`config.mk`:
```
export PLATFORM = sky130hd
export DESIGN_NAME = mbx_mem_rq_seq
export DESIGN_NICKNAME = d
export VERILOG_FILES = /design/src/rtl/mbx_pkg.sv /design/src/rtl/mbx_nxm_timer.sv /design/src/rtl/mbx_mem_rq_seq.sv
export SDC_FILE = /design/constraint.sdc
export NUM_CORES = 1
export LEC_CHECK = 0
export BUFFER_PORTS_ARGS = -buffer_cell sky130_fd_sc_hd__buf_2
export CORE_UTILIZATION = 35
export DETAILED_ROUTE_END_ITERATION = 8
export MAX_ROUTING_LAYER = met4
export PLACE_DENSITY = 0.64
export SLEW_MARGIN = 10
export SYNTH_ARGS = -nofsm -noshare
export SYNTH_HDL_FRONTEND = slang
export SYNTH_SLANG_ARGS = --single-unit
```
`constraint.sdc`:
```
create_clock -name clk_mbx_h -period 1.55 [get_ports clk_mbx_h]
set_input_delay 0.3875 -clock clk_mbx_h [delete_from_list [all_inputs] [get_ports clk_mbx_h]]
set_output_delay 0.3875 -clock clk_mbx_h [all_outputs]
set_load 0.02 [all_outputs]
```
`src/rtl/mbx_pkg.sv`:
```
// Shared types and constants for the mailbox memory request sequencer.
package mbx_pkg;

  typedef logic [3:0] word_mask_t;

  typedef enum logic [2:0] {
    IDLE      = 3'd0,
    WAIT_FREE = 3'd1,
    START     = 3'd2,
    WAIT_ACK  = 3'd3,
    XFER      = 3'd4,
    DONE      = 3'd5
  } state_t;

  localparam logic [5:0] NXM_TIMEOUT = 6'd63;

  function automatic logic [1:0] lowest_idx(input word_mask_t m);
    if (m[0]) begin
      return 2'd0;
    end else if (m[1]) begin
      return 2'd1;
    end else if (m[2]) begin
      return 2'd2;
    end else begin
      return 2'd3;
    end
  endfunction

endpackage

```
`src/rtl/mbx_nxm_timer.sv`:
```
// Acknowledge timeout counter; expire fires on the cycle the count would reach NXM_TIMEOUT.
module mbx_nxm_timer
  import mbx_pkg::*;
(
  input  logic clk_mbx_h,
  input  logic mr_reset_l,
  input  logic clr,
  input  logic en,
  output logic expire
);

  logic [5:0] count;

  // Count wait cycles while enabled; clear dominates.
  always_ff @(posedge clk_mbx_h or negedge mr_reset_l) begin
    if (!mr_reset_l) begin
      count <= 6'd0;
    end else if (clr) begin
      count <= 6'd0;
    end else if (en) begin
      count <= count + 6'd1;
    end else begin
      count <= count;
    end
  end

  assign expire = en && (count == (NXM_TIMEOUT - 6'd1));

endmodule

```
`src/rtl/mbx_mem_rq_seq.sv`:
```
// Sequences one cache memory request: wait for the port, start, acknowledge, word transfer, done.
module mbx_mem_rq_seq
  import mbx_pkg::*;
(
  input  logic       clk_mbx_h,
  input  logic       mr_reset_l,
  input  logic       csh_mem_rq_l,
  input  logic       csh_rq_wr_h,
  input  logic [3:0] csh_word_mask_h,
  input  logic       core_busy_h,
  input  logic       mem_ackn_h,
  input  logic       mem_data_valid_l,
  output logic       mbx5_rq_0_in_h,
  output logic       mbx5_rq_1_in_h,
  output logic       mbx5_rq_2_in_h,
  output logic       mbx5_rq_3_in_h,
  output logic       mbx5_mem_rd_rq_in_h,
  output logic       mbx5_mem_wr_rq_in_h,
  output logic       mbx_mem_start_l,
  output logic       mbx5_mem_to_c_en_l,
  output logic       mbx3_refill_hold_h,
  output logic [1:0] mbx_word_num_h,
  output logic       mbx_rq_done_l,
  output logic       mbx_nxm_err_h
);

  state_t     state, nxt_state;
  word_mask_t mask_lat, nxt_mask, pend, nxt_pend, pend_clr;
  logic       wr_lat, nxt_wr, nxt_nxm, armed, accept, expire;
  logic       word_ev, last_word, in_cycle, in_hold;
  logic [1:0] nxt_word, low_idx;

  mbx_nxm_timer u_timer (
    .clk_mbx_h  (clk_mbx_h),
    .mr_reset_l (mr_reset_l),
    .clr        (state != WAIT_ACK),
    .en         ((state == WAIT_ACK) && !mem_ackn_h),
    .expire     (expire)
  );

  assign pend_clr  = pend & (pend - 4'b0001);
  assign low_idx   = lowest_idx(pend);
  assign last_word = (pend_clr == 4'b0000);
  // A data-valid with nothing pending is dropped.
  assign word_ev   = !mem_data_valid_l && (pend != 4'b0000);

  // Next-state and next-datapath decode.
  always_comb begin
    nxt_state = state;
    nxt_mask  = mask_lat;
    nxt_pend  = pend;
    nxt_wr    = wr_lat;
    nxt_nxm   = mbx_nxm_err_h;
    nxt_word  = mbx_word_num_h;
    accept    = 1'b0;
    case (state)
      IDLE: begin
        if (!csh_mem_rq_l && armed) begin
          accept    = 1'b1;
          nxt_mask  = csh_word_mask_h;
          nxt_pend  = csh_word_mask_h;
          nxt_wr    = csh_rq_wr_h;
          nxt_nxm   = 1'b0;
          nxt_word  = 2'd0;
          nxt_state = (csh_word_mask_h == 4'b0000) ? DONE : WAIT_FREE;
        end else begin
          nxt_state = IDLE;
        end
      end
      WAIT_FREE: begin
        if (core_busy_h) begin
          nxt_state = WAIT_FREE;
        end else begin
          nxt_state = START;
        end
      end
      START: nxt_state = WAIT_ACK;
      WAIT_ACK: begin
        if (mem_ackn_h) begin
          if (word_ev) begin
            nxt_word  = low_idx;
            nxt_pend  = pend_clr;
            nxt_state = last_word ? DONE : XFER;
          end else begin
            nxt_state = XFER;
          end
        end else if (expire) begin
          nxt_nxm   = 1'b1;
          nxt_state = DONE;
        end else begin
          nxt_state = WAIT_ACK;
        end
      end
      XFER: begin
        if (word_ev) begin
          nxt_word  = low_idx;
          nxt_pend  = pend_clr;
          nxt_state = last_word ? DONE : XFER;
        end else begin
          nxt_state = XFER;
        end
      end
      DONE:    nxt_state = IDLE;
      default: nxt_state = IDLE;
    endcase
  end

  assign in_cycle = (nxt_state == WAIT_FREE) || (nxt_state == START) ||
                    (nxt_state == WAIT_ACK)  || (nxt_state == XFER);
  assign in_hold  = ((nxt_state == START) || (nxt_state == WAIT_ACK) ||
                     (nxt_state == XFER)) && !nxt_wr;

  // State, datapath and registered outputs; outputs follow the state being entered.
  always_ff @(posedge clk_mbx_h or negedge mr_reset_l) begin
    if (!mr_reset_l) begin
      state               <= IDLE;
      mask_lat            <= 4'b0000;
      pend                <= 4'b0000;
      wr_lat              <= 1'b0;
      armed               <= 1'b0;
      mbx_nxm_err_h       <= 1'b0;
      mbx_word_num_h      <= 2'd0;
      {mbx5_rq_3_in_h, mbx5_rq_2_in_h, mbx5_rq_1_in_h, mbx5_rq_0_in_h} <= 4'b0000;
      mbx5_mem_rd_rq_in_h <= 1'b0;
      mbx5_mem_wr_rq_in_h <= 1'b0;
      mbx_mem_start_l     <= 1'b1;
      mbx5_mem_to_c_en_l  <= 1'b1;
      mbx3_refill_hold_h  <= 1'b0;
      mbx_rq_done_l       <= 1'b1;
    end else begin
      state          <= nxt_state;
      mask_lat       <= nxt_mask;
      pend           <= nxt_pend;
      wr_lat         <= nxt_wr;
      mbx_nxm_err_h  <= nxt_nxm;
      mbx_word_num_h <= nxt_word;
      // A new request needs csh_mem_rq_l seen high since the last acceptance or reset.
      if (accept) begin
        armed <= 1'b0;
      end else if (csh_mem_rq_l) begin
        armed <= 1'b1;
      end else begin
        armed <= armed;
      end
      {mbx5_rq_3_in_h, mbx5_rq_2_in_h, mbx5_rq_1_in_h, mbx5_rq_0_in_h} <=
        in_cycle ? nxt_mask : 4'b0000;
      mbx5_mem_rd_rq_in_h <= in_cycle && !nxt_wr;
      mbx5_mem_wr_rq_in_h <= in_cycle && nxt_wr;
      mbx_mem_start_l     <= (nxt_state != START);
      mbx5_mem_to_c_en_l  <= !((nxt_state == XFER) && !nxt_wr);
      mbx3_refill_hold_h  <= in_hold;
      mbx_rq_done_l       <= (nxt_state != DONE);
    end
  end

endmodule

```
==> out/qor.csv <==
stage,metric,value,unit
run_status,outcome,finished with violations,
run_status,failing checks,setup timing,
sta,worst-margin pin slew,0.388,ns
pwr,combinational share of power,51.2,%
sta,Worst Skew,0.00379,ns
sta,RSZ-0062 raised after global routing,true,
clocking,H-tree depth,2,
synth,cell area after synthesis,1450,sq um
clocking,TritonCTS sink count,32,
synth,"top cells by area, synth","dfrtp_1 (50%), nand2_1 (6.5%), dfstp_2 (5.4%)",
drt,DRT Pass-1 Iters,4,
grt,largest net degree at the start of global routing,19,
pwr,P_sw,0.00159,W
drt,WL final,3530,um
synth,count of cell types in the netlist,36,
die,row count,23,
sta,final worst slack,-0.169,ns
worst_setup_path,CP endpoint kind,register,
clocking,clock tree buffer depth,2,
pwr,sequential share of power,30.5,%
clocking,# hold bufs at CTS,0,
die,I/O pins,24,
run,Max Cap Viol,0,
drt,Via density,4.89,
clocking,"Clk Latency, worst-skew pair",0.28,ns
clocking,CTS tree,built,
finish,area delta synth->final,46.2,%
worst_setup_path,Crit Path Max Fanout,6,
finish,# nets final,216,
finish,layout cell share with drive strength beyond 1,47.5,%
pwr,Sw Ratio,36.8,%
sta,Final Setup Violations,9,
synth,synth warn,0,
grt,gr ovfl total,0,
place,pre-CTS WS,-0.269,ns
die,die height,66.4,um
synth,Synth Register Bits,32,
die,total die area,4410,sq um
sta,Tmin final,1.72,ns
grt,vias in the first global route,1281,
pwr,Lkg Pwr,1.04,nW
synth,mean area per synthesized cell,10.6,sq um
synth,Syn Inst Count,137,
synth,Mapped Nets,150,
pwr,Int Pwr,0.00272,W
synth,most common cell in the synthesized netlist,dfrtp_1,
clocking,clk slew on worst S/H paths,0.07,ns
drt,DRT antenna net count,0,
pwr,pwr/cell area,2030,nW/um^2
place,Final HPWL DP,2610,um
worst_setup_path,arrival time worst endpoint,1.92,ns
die,core area,4000,sq um
die,initial core utilization,36.3,%
place,# placed instances,241,
synth,area share of and/or/nand/nor cells after synthesis,19.9,%
synth,"EDFF count, synth",0,
worst_setup_path,CP Launch Type,register,
worst_setup_path,worst path required time,1.75,ns
pwr,maximum VDD drop,0.000717,V
synth,Synth Area in Adders,1.72,%
grt,initial antenna violation count,0,
synth,post-synth top area share,50.0,%
synth,dominant synthesized flop cell,dfrtp_1,
synth,Synth Area in Compound Gates,16.5,%
place,GP Congestion,0.822,
grt,GR Util All Layers,17.7,%
clocking,CTS Buf Count,5,
hold_path,HP Class,in -> async,
die,die width,66.4,um
synth,top post-synthesis cells by count,"dfrtp_1 (29), nand2_1 (25), nor2_1 (12)",
drt,Routed WL per cell,13.9,um
worst_setup_path,Worst Setup Path Type,reg -> reg,
clocking,Root Driver,clkbuf_8,
synth,largest family of logic cells by synthesized area,simple AND/OR/NAND/NOR gates,
drt,initial DRC count,39,
drt,vias after detailed routing,1243,
grt,wire length of the first global-routing pass,5520,um
sta,FMAX,0.582,GHz
sta,Max Slew Vio Count,0,
finish,Finished Layout Cells,254,
worst_setup_path,Critical R2R Launch,state[0],
synth,Synth area leader,dfrtp_1,
synth,multiplexer area fraction after synthesis,0,%
sta,relative slew slack,74.1,%
synth,register area share after synthesis,55.4,%
sta,final cycle utilization of the critical path,111,%
pwr,clock share of power,18.3,%
worst_setup_path,Critical Path Source,state[0],
place,port bufs,23,
finish,Ant. Diodes,0,
synth,xor/xnor share of the synthesized area,2.41,%
synth,"FFs w/ async S/R, synth",100,%
drt,DRC viols,0,
sta,Final Hold Vio Count,0,
cell type report:
type | instances | area, sq um
Timing Repair Buffer | 64 | 455
Sequential cell | 32 | 807
Clock buffer | 5 | 68.8
Clock inverter | 3 | 42.5
Tap cell | 50 | 62.6
Inverter | 4 | 15.0
Multi-Input combinational cell | 96 | 671
Fill cell | 356 | 1880
power groups by stage:
stage                     logic, W  clock network, W  registers, W
after global routing       0.00238          0.000847       0.00134
after detailed placement   0.00187                 0       0.00131
after floorplan           0.000966                 0       0.00142
after CTS                  0.00210          0.000812       0.00130
final                      0.00221          0.000790       0.00131
after global placement     0.00180                 0       0.00130
cells in the final DEF, fill, tap and decap left out, types with 2 or more instances in the layout:
cell and n:
a21o_1 3, xor2_1 3, dfstp_2 3, or3_1 2
clkbuf_8 5, inv_1 3, a21oi_1 4, a21boi_1 5
buf_6 2, nand2_1 24, buf_2 23, nand3_1 2
buf_12 2, a21oi_2 3, a21oi_4 2, nor2_1 12
o21ai_0 3, buf_4 37, dfrtp_2 2, nor2b_1 4
dfrtp_1 27, a22o_1 3
sequential cells by signal, indices dropped and copies added (netlist names), 2 cells and up:
name	cells
u_timer.count	6
mbx_word_num_h	2
pend	4
mask_lat	4
state	3
worst paths after layout:
kind | to | slack, ns | depth (start not counted)
min in group clk_mbx_h | armed | 0.34 | 3
max in group asynchronous | mbx_rq_done_l | 1.03 | 2
min reg2reg | mask_lat[3] | 0.48 | 2
max | mbx5_mem_to_c_en_l | -0.17 | 5
max reg2reg | mbx5_mem_to_c_en_l | -0.17 | 5
min | mbx_word_num_h[0] | 0.02 | 1
through the flow:
stage	hold slack [ns]	util (%)	TNS (ns)	total power [W]	cell area [sq um]
2_1_floorplan	0.0919	-	-0.169	0.00238	1460
3_3_place_gp	0.326	47.3	-2.49	0.00310	1890
3_5_place_dp	0.333	47.3	-3.04	0.00318	1890
4_1_cts	0.0229	52.1	-1.05	0.00421	2080
5_1_grt	0.0348	53.0	-1.68	0.00457	2120
6_report	0.0176	53.0	-1.10	0.00431	2120
routing by layer:
layer	vias up	part of all wire (%)	GRT usage, %
met5	-	0	-
met4	0	1.7	6.65
met3	8	5.0	4.83
met2	36	52	30.4
met1	595	41	19.4
li1	604	-	-
kinds of logic after synthesis:
logic type,after synthesis
AND/OR/NAND/NOR,56
adder cells (fa/ha/maj),2
XOR/XNOR,4
AO/OA/AOI/OAI,34
flip-flops,32
buffers and inverters,9
repair_timing:
item                                    CTS  global route
setup buffers                             3             2
gates resized for setup                  13            11
endpoints found under the setup margin   14            13
pin swaps                                 5             4
worst max-delay path: stages, from the launching register on:
cell,delay [ns]
dfrtp_2,0.46
nor2_1,0.27
a21oi_1,0.12
a32o_2,0.29
nand2b_4,0.17
or3_1,0.34
(Power assumes the default switching activity.)
